===== config.mk =====
export PLATFORM = sky130hd
export DESIGN_NAME = filtr_sample_feeder
export DESIGN_NICKNAME = d
export VERILOG_FILES = /design/src/rtl/filtr_sample_feeder.sv
export SDC_FILE = /design/constraint.sdc
export NUM_CORES = 1
export LEC_CHECK = 0
export ABC_AREA = 1
export BUFFER_PORTS_ARGS = -buffer_cell sky130_fd_sc_hd__buf_2
export CORE_MARGIN = 2
export CORE_UTILIZATION = 30
export CTS_BUF_LIST = sky130_fd_sc_hd__clkbuf_4 sky130_fd_sc_hd__clkbuf_8 sky130_fd_sc_hd__clkbuf_16
export CTS_CLUSTER_DIAMETER = 60
export DETAILED_ROUTE_END_ITERATION = 12
export PLACE_DENSITY = 0.58
export SKIP_LAST_GASP = 1
export SYNTH_ARGS = -nofsm -noshare
export SYNTH_HDL_FRONTEND = slang
export SYNTH_SLANG_ARGS = --single-unit

===== constraint.sdc =====
create_clock -name clk -period 1.5 [get_ports clk]
set_input_delay 0.225 -clock clk [delete_from_list [all_inputs] [get_ports clk]]
set_output_delay 0.225 -clock clk [all_outputs]
set_load 0.03 [all_outputs]

===== src/rtl/filtr_sample_feeder.sv =====
// Sample-side initiator for the notch filter: takes one sample at a time, pulses the filter,
// then returns either the captured filter result or a timeout marker on a valid/ready stream.
module filtr_sample_feeder #(
    parameter int DATA_SIZE = 24,
    parameter int TIMEOUT   = 255,
    parameter int CNT_W     = 8
) (
    input  logic                        clk,
    input  logic                        reset,
    input  logic signed [DATA_SIZE-1:0] in_data,
    input  logic                        in_valid,
    output logic                        in_ready,
    output logic signed [DATA_SIZE-1:0] filt_data,
    output logic                        filt_sample,
    input  logic signed [DATA_SIZE-1:0] filt_result,
    input  logic                        filt_done,
    output logic signed [DATA_SIZE-1:0] out_data,
    output logic                        out_valid,
    output logic                        out_err,
    input  logic                        out_ready,
    output logic                        busy,
    output logic        [CNT_W-1:0]     tmo_cnt
);

    localparam int TMR_W = $clog2(TIMEOUT + 1);
    localparam logic [TMR_W-1:0] TMR_LAST = TMR_W'(TIMEOUT - 1);

    typedef enum logic [1:0] {IDLE, TRIG, WAIT, HOLD} state_t;

    state_t           state;
    logic [TMR_W-1:0] timer;
    logic             done_q;
    logic             done_rise;

    // Only the rising edge of filt_done matters, so a level-style done cannot retrigger.
    assign done_rise = filt_done & ~done_q;

    function automatic logic [CNT_W-1:0] sat_inc(input logic [CNT_W-1:0] v);
        return (&v) ? v : v + CNT_W'(1);
    endfunction

    always_ff @(posedge clk or negedge reset) begin
        if (!reset) begin
            state       <= IDLE;
            timer       <= '0;
            done_q      <= 1'b0;
            in_ready    <= 1'b1;
            filt_data   <= '0;
            filt_sample <= 1'b0;
            out_data    <= '0;
            out_valid   <= 1'b0;
            out_err     <= 1'b0;
            busy        <= 1'b0;
            tmo_cnt     <= '0;
        end else begin
            done_q <= filt_done;
            case (state)
                IDLE: begin
                    if (in_valid) begin
                        filt_data   <= in_data;
                        filt_sample <= 1'b1;
                        in_ready    <= 1'b0;
                        busy        <= 1'b1;
                        state       <= TRIG;
                    end
                end
                TRIG: begin
                    filt_sample <= 1'b0;
                    timer       <= '0;
                    state       <= WAIT;
                end
                WAIT: begin
                    timer <= timer + TMR_W'(1);
                    // A real result arriving on the last allowed cycle beats the timeout.
                    if (done_rise) begin
                        out_data  <= filt_result;
                        out_err   <= 1'b0;
                        out_valid <= 1'b1;
                        state     <= HOLD;
                    end else if (timer == TMR_LAST) begin
                        out_data  <= '0;
                        out_err   <= 1'b1;
                        out_valid <= 1'b1;
                        tmo_cnt   <= sat_inc(tmo_cnt);
                        state     <= HOLD;
                    end
                end
                HOLD: begin
                    if (out_ready) begin
                        out_valid <= 1'b0;
                        out_err   <= 1'b0;
                        in_ready  <= 1'b1;
                        busy      <= 1'b0;
                        state     <= IDLE;
                    end
                end
                default: state <= IDLE;
            endcase
        end
    end

endmodule


==> impl_metrics.json <==
{
  "wl_per_cell_um": 11.7,
  "via_count": 2914,
  "grt_pass1_wl_um": 12700,
  "wl_um": 7730,
  "worstSetupPathType": "reg -> reg",
  "grt_util_all_layers_pct": 13.6,
  "hold_viol": 0,
  "gp_congestion": 0.794,
  "dpl.hpwl_um": 5340,
  "max_slew_margin_pct": 72.5,
  "cts_tree": "done",
  "min_path_type": "in -> reg",
  "max_clock_freq_mhz": 698,
  "synth-seq-area-share_pct": 55.8,
  "port_buffers": 113,
  "yosys.cell_types.count": 27,
  "start_util_pct": 31.0,
  "crit_path_max_incr_delay_ns": 0.42,
  "period_needed_ns": 1.43,
  "grt_max_degree": 73,
  "first_pass_iters": 5,
  "start_kind": "flop",
  "synthCells": 387,
  "antenna_found_initial": 0,
  "reg2regPathDepth": 9,
  "yosys_warnings": 0,
  "clk_path_buf_depth": 2,
  "htreeDepth": 3,
  "cts_buffers": 9,
  "die_area_mm2": 0.0116,
  "seq_area_mm2": 0.00181,
  "ys_seq_elements": 72,
  "syn_area_mm2": 0.00323,
  "p_leak_nw": 2.53,
  "fill_cells": 1087,
  "tightest_slew_ns": 0.412,
  "syn_avg_cell_area_um2": 8.35,
  "final_cell_mix": "176 x nand2_1, 112 x buf_2, 69 x dfrtp_1",
  "nets": 581,
  "maxCapViolCount": 0,
  "fin_setup_tns_ns": 0,
  "slowest_stage": "dfrtp_1",
  "grt_pass1_vias": 2768,
  "hold_depth": 3,
  "dr.first_iter.drc_count": 104,
  "dp_slack_ns": -0.00511,
  "clkLatencyLatePin_ns": 0.35,
  "drive_gt1_share_pct": 32.7,
  "die_w_um": 108,
  "cp-end-kind": "flop",
  "die_h_um": 108,
  "cp_num_buf_inv": 1,
  "irDropWorstVdd_mv": 0.940,
  "clock-sinks": 72,
  "final_common_cell": "nand2_1",
  "vias_per_cell": 4.40,
  "path_depth": 9,
  "io_pins": 114,
  "post-route-drc-count": 0,
  "areaGrowthSynthToFinish_pct": 36.3,
  "num_rows": 37,
  "clkSlewWorstSetupHoldPaths_ns": 0.09,
  "fin_ws_ns": 0.0681,
  "antenna_cells": 0,
  "slew_violations": 0,
  "overflow": 0,
  "worstPathRequired_ns": 1.73,
  "powerDensity_mw_per_mm2": 2060,
  "setup_viol": 0,
  "drtAntennaViolNets": 0,
  "crit_family": "simple AND/OR/NAND/NOR gates",
  "timing.final.crit_share_pct": 95.5,
  "fin_skew_ns": 0.0113,
  "syn_nets": 447,
  "crit_chain": "inv_2 > ha_4 > nand2_4 > nor2_4 > nand2_4 > nand2_4 > nand2_4 > nand2_1 > nand2_1",
  "worstPathMaxFanout": 12,
  "final_util_pct": 42.3,
  "arrival_ns": 1.66,
  "rsz0062_at_grt": "yes",
  "multi_input_area_mm2": 0.00135,
  "coreArea_mm2": 0.0104,
  "critPathMostFrequentCell": "nand2_4",
  "cts_root_buf": "clkbuf_8",
  "outcome": "finished, final reports clean"
}
==> worst reg2reg max path, delay by kind of cell, from the launching register on <==
kind,cells,cell delay [ns]
and+or+nand+nor,7,0.65
DFF,1,0.42
adders and majority gates,1,0.15
buffers and inverters,1,0.11
==> state kept, by name, indices dropped and copies added (netlist names) <==
| signal | flops |
|---|---|
| busy | 1 |
| filt_sample | 1 |
| out_err | 1 |
| out_valid | 1 |
| in_ready | 1 |
| out_data | 24 |
| filt_data | 24 |
| done_q | 1 |
| state | 2 |
| timer | 8 |
| tmo_cnt | 8 |
==> layout make-up <==
cell class | instances | share of cell area, %
sequential | 72 | 41.0
clock buffer | 10 | 2.98
tap | 136 | 3.86
inverter | 26 | 2.21
timing repair buffer | 133 | 17.3
clock inverter | 6 | 2.10
multi-input combinational | 279 | 30.6
==> synthesized netlist by cell type <==
cell | number | share of area [%]
o21ai_1 | 2 | 0.31
nand2_2 | 2 | 0.39
nor2_1 | 22 | 2.6
nor3_1 | 1 | 0.15
buf_2 | 4 | 0.62
nand3_1 | 30 | 4.6
xnor2_1 | 2 | 0.54
nand2_1 | 181 | 21
buf_4 | 1 | 0.23
o21a_1 | 1 | 0.23
ha_1 | 7 | 2.7
nand4_1 | 3 | 0.58
nand2_4 | 2 | 0.70
nand3b_1 | 1 | 0.23
xor2_1 | 2 | 0.54
a21boi_0 | 1 | 0.23
o21ai_0 | 13 | 2.0
inv_1 | 26 | 3.0
dfrtp_1 | 71 | 55
nor2_2 | 2 | 0.39
a21oi_1 | 3 | 0.46
buf_6 | 2 | 0.70
nand3_4 | 1 | 0.54
nor2_8 | 1 | 0.62
dfstp_2 | 1 | 0.81
nor2_4 | 1 | 0.35
clkbuf_1 | 4 | 0.46
==> through the flow <==
stage,std cells,hold slack (ns),area (µm²),total power [mW]
finish,662,0.0675,4410,9.10
global route,662,0.0527,4410,9.78
CTS,654,0.0467,4280,8.92
detailed placement,636,0.276,4030,7.14
global placement,636,0.269,4030,7.07
floorplan,387,-0.0706,3240,5.80
==> layer usage <==
layer  share of wire (%)  track usage (%)  up-vias
met5                   0                0        -
met3                 6.4             5.21        6
met2                  48             22.2       76
li1                    -                -     1469
met1                  45             17.4     1363
met4                0.74             2.56        0
==> path summary, 6_finish.rpt <==
kind / startpoint / to / slack (ns)
max in group asynchronous: reset / tmo_cnt[0] / 0.72
min reg2reg: out_data[15] / out_data[15] / 0.47
min: in_data[20] / filt_data[20] / 0.07
max: timer[0] / out_data[8] / 0.07
max reg2reg: timer[0] / out_data[8] / 0.07
min in group asynchronous: reset / filt_data[5] / 0.41
==> where the power goes <==
part           switching [mW]  leakage [nW]  internal [mW]
Sequential              0.419         0.915           2.69
Clock                   0.762         0.107          0.964
Combinational            2.87          1.51           1.39
==> cells by family after synthesis <==
| group | share of synthesized area, % |
|---|---|
| AO/OA/AOI/OAI | 3.25 |
| XOR/XNOR | 1.08 |
| adder cells (fa/ha/maj) | 2.71 |
| buffers and inverters | 5.03 |
| flip-flops | 55.8 |
| AND/OR/NAND/NOR | 32.2 |
==> repair_timing <==
action | 4_1_cts | 5_1_grt
gates resized for setup | 1 | 17
setup buffers | 0 | 7
hold buffers | 2 | 0
endpoints found under the setup margin | 5 | 40
cloned | 0 | 1
endpoints found under the hold margin | 72 | 0
pin swaps | 0 | 6
Note: power is estimated with default switching activity, not from simulation.
